[src/rtl/rs_relay_tail_fifo.sv]
// rs_relay_tail_fifo
//
// Receiving FIFO at the tail of a register-relayed (FF pipeline) link.
// The upstream side has no per-beat backpressure.
// in_ready is a credit that travels PIPELINE_LEVEL registers to the head.
// Beats keep arriving for a full round trip after in_ready falls.
// in_ready is therefore dropped early enough that 2*PIPELINE_LEVEL+1 slots
// stay free to absorb those in-flight beats.
//
// Ports
//   clk          : single clock, all state changes on the rising edge
//   ap_rst_n     : synchronous active-low reset
//   in_din       : payload from the pipeline tail
//   in_write     : in_din valid this cycle (always accepted while not full)
//   in_ready     : registered credit back to the pipeline head
//   out_dout     : head entry, first-word-fall-through
//   out_empty_n  : head entry valid
//   out_read     : pop the head (ignored while empty)
//   overflow_err : sticky, set when a write had to be dropped
//   count        : current occupancy, 0..DEPTH

module rs_relay_tail_fifo #(
    parameter int DATA_WIDTH     = 32,
    parameter int PIPELINE_LEVEL = 8,
    parameter int DEPTH          = 32
) (
    input  logic                           clk,
    input  logic                           ap_rst_n,
    input  logic [DATA_WIDTH-1:0]          in_din,
    input  logic                           in_write,
    output logic                           in_ready,
    output logic [DATA_WIDTH-1:0]          out_dout,
    output logic                           out_empty_n,
    input  logic                           out_read,
    output logic                           overflow_err,
    output logic [$clog2(DEPTH+1)-1:0]     count
);

    localparam int CNT_W     = $clog2(DEPTH + 1);
    localparam int PTR_W     = (DEPTH > 1) ? $clog2(DEPTH) : 1;
    localparam int READY_MAX = DEPTH - 2 * PIPELINE_LEVEL - 1;

    // The credit scheme only works if a full round trip of in-flight beats
    // still fits after in_ready drops.
    generate
        if (DEPTH < 2 * PIPELINE_LEVEL + 2) begin : g_depth_check
            $error("rs_relay_tail_fifo: DEPTH must be >= 2*PIPELINE_LEVEL+2");
        end
    endgenerate

    logic [DATA_WIDTH-1:0] mem [DEPTH];

    logic [PTR_W-1:0] wr_ptr;
    logic [PTR_W-1:0] rd_ptr;
    logic [CNT_W-1:0] count_q;
    logic             in_ready_q;
    logic             overflow_q;

    logic             rd_en;
    logic             wr_en;
    logic             drop;
    logic [CNT_W-1:0] count_next;
    logic [PTR_W-1:0] wr_ptr_next;
    logic [PTR_W-1:0] rd_ptr_next;

    // Accept/pop decisions and next-state values.
    // A write into a full buffer is still accepted when the head is popped
    // in the same cycle.
    // There is no same-cycle bypass: at count 0, rd_en stays low, so the
    // write is simply stored.
    // Pointers wrap explicitly at DEPTH-1 so that non-power-of-two depths
    // work correctly.
    always_comb begin
        rd_en       = 1'b0;
        wr_en       = 1'b0;
        drop        = 1'b0;
        count_next  = count_q;
        wr_ptr_next = wr_ptr;
        rd_ptr_next = rd_ptr;

        rd_en = out_read && (count_q != '0);
        wr_en = in_write && ((count_q < CNT_W'(DEPTH)) || rd_en);
        drop  = in_write && !wr_en;

        count_next = count_q + CNT_W'(wr_en) - CNT_W'(rd_en);

        if (wr_en) begin
            wr_ptr_next = (wr_ptr == PTR_W'(DEPTH - 1)) ? '0 : wr_ptr + PTR_W'(1);
        end
        if (rd_en) begin
            rd_ptr_next = (rd_ptr == PTR_W'(DEPTH - 1)) ? '0 : rd_ptr + PTR_W'(1);
        end
    end

    // Control state.
    // in_ready is computed from the next occupancy so that the registered
    // credit already reflects the current cycle's write.
    // While reset is held it stays 0, and it rises on the first edge after
    // release.
    always_ff @(posedge clk) begin
        if (!ap_rst_n) begin
            wr_ptr     <= '0;
            rd_ptr     <= '0;
            count_q    <= '0;
            in_ready_q <= 1'b0;
            overflow_q <= 1'b0;
        end else begin
            wr_ptr     <= wr_ptr_next;
            rd_ptr     <= rd_ptr_next;
            count_q    <= count_next;
            in_ready_q <= (count_next <= CNT_W'(READY_MAX));
            if (drop) begin
                overflow_q <= 1'b1;
            end
        end
    end

    // Storage array.
    // It has no reset; writes are gated off during reset so that a beat
    // presented in the reset cycle leaves no trace.
    always_ff @(posedge clk) begin
        if (ap_rst_n && wr_en) begin
            mem[wr_ptr] <= in_din;
        end
    end

    assign out_dout     = mem[rd_ptr];
    assign out_empty_n  = (count_q != '0);
    assign in_ready     = in_ready_q;
    assign overflow_err = overflow_q;
    assign count        = count_q;

endmodule

[config.mk]
export PLATFORM = sky130hd
export DESIGN_NAME = rs_relay_tail_fifo
export DESIGN_NICKNAME = d
export VERILOG_FILES = /design/src/rtl/rs_relay_tail_fifo.sv
export SDC_FILE = /design/constraint.sdc
export NUM_CORES = 1
export LEC_CHECK = 0
export CAP_MARGIN = 15
export CORE_AREA = 2 2 288 290
export DETAILED_ROUTE_END_ITERATION = 8
export DIE_AREA = 0 0 290 292
export PLACE_DENSITY = 0.68
export SETUP_SLACK_MARGIN = 0.05
export SYNTH_ARGS = -nofsm -noshare
export SYNTH_HDL_FRONTEND = slang
export SYNTH_SLANG_ARGS = --single-unit
[constraint.sdc]
create_clock -name clk -period 8 [get_ports clk]
set_input_delay 1.6 -clock clk [delete_from_list [all_inputs] [get_ports clk]]
set_output_delay 1.6 -clock clk [all_outputs]
set_load 0.05 [all_outputs]
Word-level counts from Yosys, hierarchy flattened:

Memory sizes are Yosys's and may differ from the RTL's. A register that Yosys moved wholly into a read port is not among the register bits.
Cells that the tools add are included.

* memory bits (writable): 1024
* output and inout bits: 41
* word-level logic and storage cells: 27
* input bits: 36
* register bits after elaboration: 18
* memories: 1

Memories
* mem: words 32, width 32, read ports 1, clocked after memory_dff 1, wr ports 1, line 51 `logic [DATA_WIDTH-1:0] mem [DEPTH];`

* mux-type cells: 6
* eq/ne operators: 2
* order comparisons: 2
* reduce and logical (&&, ||, !) cells: 7
* add/subtract/negate cells: 4

Operators with widths (number)
* 5-bit two-way mux: 4
* 5-bit by 1-bit adder with 5-bit output, second input constant: 2
* 5-bit equality test, second input constant: 2
* 6-bit by 1-bit adder with 6-bit output: 1
* 6-bit by 4-bit less-or-equal comparator with 1-bit output, second input constant: 1
* 6-bit < comparator, second input constant: 1
* 6-bit nonzero test: 1
* 6-bit by 1-bit subtractor with 6-bit output: 1
* 1-bit logical AND: 4
* 1-bit two-way mux: 2
* 1-bit logical NOT: 1
* 1-bit logical OR: 1

Longest topological paths before layout:

Gate-level depths: netlist of run 1.

* depth after elaboration: 7
* mapped depth: 14
* mapped depth without buffers: 14

Worst setup path after synthesis of run 1:

Ideal clock, no wire load.

* path type: input to register
* start point: input out_read
* end point: memory mem[15][0] (enable)
* data required time: 7487 ps
* buffers on the path: 1
* data arrival time: 5721 ps
* path slack: 1766 ps
* cell stages on the path: 5
* setup time: 513 ps
* cell sequence: inv_1 -> o21ai_0 -> clkbuf_1 -> nand2_1 -> nor4b_1

* longest elaborated chain between the ends: 6

RTL lines
* from (decl): line 34 `input logic out_read,`
* 1-bit logical AND: line 81 `rd_en = out_read && (count_q != '0);`
* 1-bit logical OR: line 82 `wr_en = in_write && ((count_q < CNT_W'(DEPTH)) || rd_en);`
* 1-bit logical AND: line 82
* 1-bit logical AND: line 122 `if (ap_rst_n && wr_en) begin`
* 1-bit two-way mux: line 122
* 1-bit two-way mux (implied by the code): line 123 `mem[wr_ptr] <= in_din;`
* to (decl): line 51

No other way between the ends.

==> reports/metrics.csv, run 1 <==
metric,value,unit
setup_viol,0,
h-tree-depth,3,
cts_buffer_depth,3,
initial_core_util,49.60,%
post_cts_buffers,0,
io_pins,77,
root_buffer,clkbuf_16,
vias,20660,
dp_worst_setup_slack,2.641,ns
cts_buffers,100,
fin_nets,2228,
synth_cell_types,49,
avgViaCountPerCell,6.206,
fmax,165.5,MHz
synth_seq_cells,1047,
worst_ep_required_time,6.40,ns
leakage,14.24,nW
ys_warn_count,0,
grt_pass1_wl,141800,µm
cts_tree,built,
final_core_util,56.81,%
slew_viol_final,0,
min-delay-start,overflow_err,
swShare,23.74,%
syn_avg_cell_area,19.68,µm²
wirelength,97820,µm
critical_path_class,reg -> out,
drc,0,
end_kind,primary output,
hpwlAfterDp,51420,µm
worstPathArrival,4.44,ns
multiInputGateArea,0.008951,mm²
synthCells,2056,
power_frac_seq,49.4,%
switching_power,2.942,mW
rsz0062_at_grt,no,
synth_fp_nets,2108,
avgRoutedWirePerCell,29.38,µm
hold_class,reg -> reg,
seqCellArea,0.03122,mm²
fp.dieH,292,µm
power_frac_comb,12.2,%
rows,105,
pwr-share-clk,38.5,%
grt_max_degree,136,
synthFlopType,edfxtp_1,
setup_slack,1.957,ns
holdBufCountCts,0,
io_buffers,76,
grt_pass1_vias,20770,
layout_common_cells,"edfxtp_1, mux2_2, mux4_2",
seq_area_frac_synth,77.12,%
p_int,9.450,mW
maxCapViolCount,0,
grt-ovfl-total,0,
relSlewSlack,23.23,%
cts.sinks,1047,
max_stage_delay,0.81,ns
mostFrequentLayoutCell,edfxtp_1,
worstReg2RegEnd,mem[10][25],
die_area,0.08468,mm²
drtAntennaViolNets,0,
die_x,290,µm
min_period,6.043,ns
gp_congestion,0.7565,
cts.clk_slew.worst_paths,0.06,ns
clock_latency,0.65,ns
area_delta_synth_final,14.54,%
crit_chain,buf_12 > or2_2 > buf_4 > o22ai_1 > nor3_1 > or4_1 > clkdlybuf4s50_1,
crit_path_start_kind,flip-flop,
antenna_found_initial,9,
synthesis.area,0.04047,mm²
min_period_over_period,75.53,%
cts_resized,0,
dp_cells,3132,
reg2regPathDepth,8,
drive_above_1_share,25.39,%
max-vdd-ir-drop,0.1818,mV
finalSetupTns,0,ns
holdPathStages,2,
outcome,"complete, no violations",
timing_hold_violations_final,0,
drtIter0Drc,2624,
reg2reg_from,count[2],
worst_pin_slew,1.152,ns
crit_slowest_cell,buf_4,
finClkSkew,0.02394,ns
drtPass1Iterations,8,
critical_path_peak_fanout,64,
fp.coreArea,0.08158,mm²
grt_use_total,23.08,%
rrSetupSlack,4.13,ns
async_flop_share,0,%
hold_end,overflow_err,
fillers,5844,
design_power_total,12.39,mW
synth_edf_count,1024,
instances_no_fill,3329,
p_per_area,267.3,mW/mm²
## state kept, by name, indices dropped and copies added (netlist names), named ones only
register and cells:
mem 1024, count 6, rd_ptr 5, wr_ptr 5, in_ready 1, overflow_err 1
## worst max-delay path by stage
| stage | slack, ns | cells after the start | start | to |
|---|---|---|---|---|
| 2_1_floorplan | 1.77 | 5 | out_read | mem[15][0] |
| 3_3_place_gp | 2.68 | 7 | flip-flop | out_dout[29] |
| 3_5_place_dp | 2.64 | 7 | flip-flop | out_dout[30] |
| 4_1_cts | 1.94 | 7 | flip-flop | out_dout[30] |
| 5_1_grt | 1.72 | 7 | flip-flop | out_dout[30] |
| 6_report | 1.96 | 7 | flip-flop | out_dout[30] |
## cell type report
| type | count | area share, % |
|---|---|---|
| Clock inverter | 65 | 1.512 |
| Clock buffer | 118 | 5.636 |
| Inverter | 14 | 0.1134 |
| Timing Repair Buffer | 137 | 3.180 |
| Tap cell | 1070 | 2.888 |
| Antenna cell | 2 | 0.01080 |
| Multi-Input combinational cell | 876 | 19.31 |
| Sequential cell | 1047 | 67.35 |
## worst max-delay path, delay by kind of cell, from the launching register on
kind                   cells  cell delay [ns]
AOI/OAI and AO/OA          1             0.20
buffers and inverters      3             2.00
DFF                        1             0.55
and+or+nand+nor            3             0.99
## synth_stat cells (2+ instances only)
master | instances | area share, %
and2_1 | 3 | 0.046
or3_1 | 2 | 0.031
buf_1 | 10 | 0.093
o21ai_0 | 67 | 0.83
nor4b_1 | 2 | 0.043
dfxtp_1 | 23 | 1.1
or4_1 | 33 | 0.61
nor3_1 | 67 | 0.83
edfxtp_1 | 1024 | 76
nand4_1 | 4 | 0.062
a31oi_1 | 3 | 0.046
mux2_2 | 192 | 5.3
nand3_1 | 6 | 0.074
nand2_1 | 9 | 0.083
and3b_1 | 2 | 0.043
nand4b_1 | 2 | 0.043
a31o_2 | 2 | 0.043
nand2b_1 | 3 | 0.046
o22ai_1 | 64 | 0.99
xnor2_1 | 2 | 0.043
clkbuf_1 | 85 | 0.79
a21oi_1 | 9 | 0.11
buf_6 | 7 | 0.19
nor3b_1 | 4 | 0.074
ha_1 | 15 | 0.46
buf_2 | 12 | 0.15
and3_1 | 3 | 0.046
mux4_2 | 128 | 7.1
inv_1 | 14 | 0.13
or4b_2 | 2 | 0.049
a22o_1 | 64 | 1.4
a211oi_1 | 66 | 1.2
a21o_1 | 2 | 0.037
buf_4 | 5 | 0.093
nor2b_1 | 67 | 1.0
nand3b_1 | 2 | 0.037
nor2_1 | 39 | 0.36
## per-stage QoR
stage	cell area [µm²]	hold WS [ns]
2_1_floorplan	40470	0.4547
3_3_place_gp	42740	0.4627
3_5_place_dp	42740	0.4898
4_1_cts	46050	0.5082
5_1_grt	46350	0.5408
6_report	46350	0.5002
## cell families (layout without fill, tap and decap cells)
| logic type | Yosys count | in the layout | share of synthesized area, % |
|---|---|---|---|
| other | 0 | 2 | 0 |
| multiplexers | 320 | 320 | 12.47 |
| buffers and inverters | 133 | 334 | 1.447 |
| flip-flops | 1047 | 1047 | 77.12 |
| AND/OR/NAND/NOR | 254 | 254 | 3.596 |
| AO/OA/AOI/OAI | 283 | 283 | 4.792 |
| adder cells (fa/ha/maj) | 16 | 16 | 0.5132 |
| XOR/XNOR | 3 | 3 | 0.06494 |
## power by group through the flow
stage	clock network (mW)	registers, mW	logic (mW)
after global routing	5.04	6.12	1.59
after detailed placement	0	6.24	1.50
after CTS	4.82	6.12	1.50
after floorplan	0	6.26	0.946
final	4.77	6.12	1.51
after global placement	0	6.23	1.48
## metal layers
metal  routed length (µm)  GRT usage (%)
met4                 1865          5.450
met2                47800          38.15
met3                 9405          4.940
met5                   50              0
met1                38700          31.67
Note: power is estimated with default switching activity, not from simulation.
==> run 2: changes to the inputs <==
- PLACE_DENSITY: 0.68 -> 0.7
- clock period: 8 -> 5.3 ns (I/O delays scaled with it)
==> reports/metrics.csv, run 2 (synthesis results as in run 1) <==
metric,value,unit
outcome,"complete, no violations",
max-vdd-ir-drop,0.3089,mV
drive_above_1_share,26.94,%
drtIter0Drc,2751,
avgRoutedWirePerCell,29.46,µm
rsz0062_at_grt,no,
avgViaCountPerCell,6.249,
end_kind,primary output,
regMostFlops,mem,
worst_ep_required_time,4.24,ns
grt-ovfl-total,0,
cts_resized,0,
mostFrequentLayoutCell,edfxtp_1,
die_x,290,µm
grt_pass1_vias,21110,
drtAntennaViolNets,0,
antenna_found_initial,4,
finClkSkew,0.02991,ns
cts.clk_slew.worst_paths,0.06,ns
drc,0,
holdBufCountCts,0,
rows,105,
largest_reg_flops,1024,
cts_buffer_depth,3,
cts_buffers,99,
layout_common_cells,"edfxtp_1, mux2_2, mux4_2",
grt_pass1_wl,142300,µm
worstPathArrival,3.72,ns
timing_hold_violations_final,0,
vias,20790,
fin_nets,2233,
die_area,0.08468,mm²
grt_use_total,23.16,%
maxCapViolCount,0,
slew_viol_final,0,
relSlewSlack,23.79,%
fp.dieH,292,µm
hpwlAfterDp,51440,µm
fmax,209.2,MHz
gp_congestion,0.7684,
leakage,14.20,nW
final_core_util,56.56,%
design_power_total,18.49,mW
initial_core_util,49.60,%
setup_viol,0,
area_delta_synth_final,14.03,%
fp.coreArea,0.08158,mm²
h-tree-depth,3,
min_period,4.780,ns
cts.sinks,1047,
grt_max_degree,92,
reg2regPathDepth,8,
holdWs,0.4975,ns
cts_tree,built,
root_buffer,clkbuf_16,
wirelength,98030,µm
finalSetupTns,0,ns
hold_class,reg -> reg,
drtPass1Iterations,6,
critical_path_class,reg -> out,
post_cts_buffers,0,
crit_path_start_kind,flip-flop,
io_pins,77,
holdPathStages,2,
min_period_over_period,90.19,%
fillers,5824,
diodes,0,
clock_latency,0.65,ns
worst_pin_slew,1.143,ns
critical_path_peak_fanout,53,
p_per_area,400.6,mW/mm²
io_buffers,76,
==> run 2: changes by cell type in the layout (fill, tap and decap cells not counted), sizes merged <==
cell and delta:
clkdlybuf4s50 -32, buf +42, inv -1, clkinvlp +2, clkinv -7, diode -2
bufinv -4
==> run 2: cell type report <==
cell class | count | area, µm² | share of cell area [%]
multi-input combinational | 876 | 8951 | 19.40
inverter | 14 | 52.55 | 0.1139
tap | 1070 | 1339 | 2.901
clock inverter | 55 | 550.5 | 1.193
timing repair buffer | 143 | 1386 | 3.004
sequential | 1047 | 31220 | 67.65
clock buffer | 122 | 2649 | 5.740
==> run 2: layer usage <==
| metal | global-route usage [%] | vias to the layer above | part of all wire (%) | wire [µm] |
|---|---|---|---|---|
| met4 | 6.568 | 6 | 2.3 | 2302 |
| li1 | - | 8716 | - | - |
| met2 | 37.62 | 1054 | 48 | 47090 |
| met1 | 32.71 | 10850 | 41 | 40080 |
| met3 | 3.791 | 164 | 8.7 | 8511 |
| met5 | 0 | - | 0.041 | 40 |
==> run 2: path summary, 6_finish.rpt <==
check | startpoint | to | slack [ns]
setup / recovery | flip-flop | out_dout[1] | 0.52
hold / removal | rd_ptr[4] | rd_ptr[4] | 0.50
setup reg to reg | count[2] | mem[23][20] | 1.93
hold reg to reg | rd_ptr[4] | rd_ptr[4] | 0.50
==> run 2: where the power goes <==
part	total [mW]	leakage, nW	switching, mW	internal (mW)
clock	7.01	1.56	2.94	4.07
combinational	2.25	3.23	1.43	0.817
sequential	9.23	9.40	0.0538	9.18
total	18.5	14.2	4.42	14.1
==> run 2: worst max-delay path, cell delays in order, from the launching register on <==
cell and delay [ns]:
dfxtp_4 0.99, buf_4 0.55, mux4_2 0.39, a22o_1 0.23, or4_1 0.62, buf_4 0.24
==> run 2: metrics by stage <==
stage,worst slack [ns],cells,cell area [µm²]
4_1_cts,0.4692,3325,46100
2_1_floorplan,-0.4355,2056,40470
3_5_place_dp,1.049,3148,42900
3_3_place_gp,1.037,3148,42900
5_1_grt,0.4034,3327,46150
6_report,0.5197,3327,46150
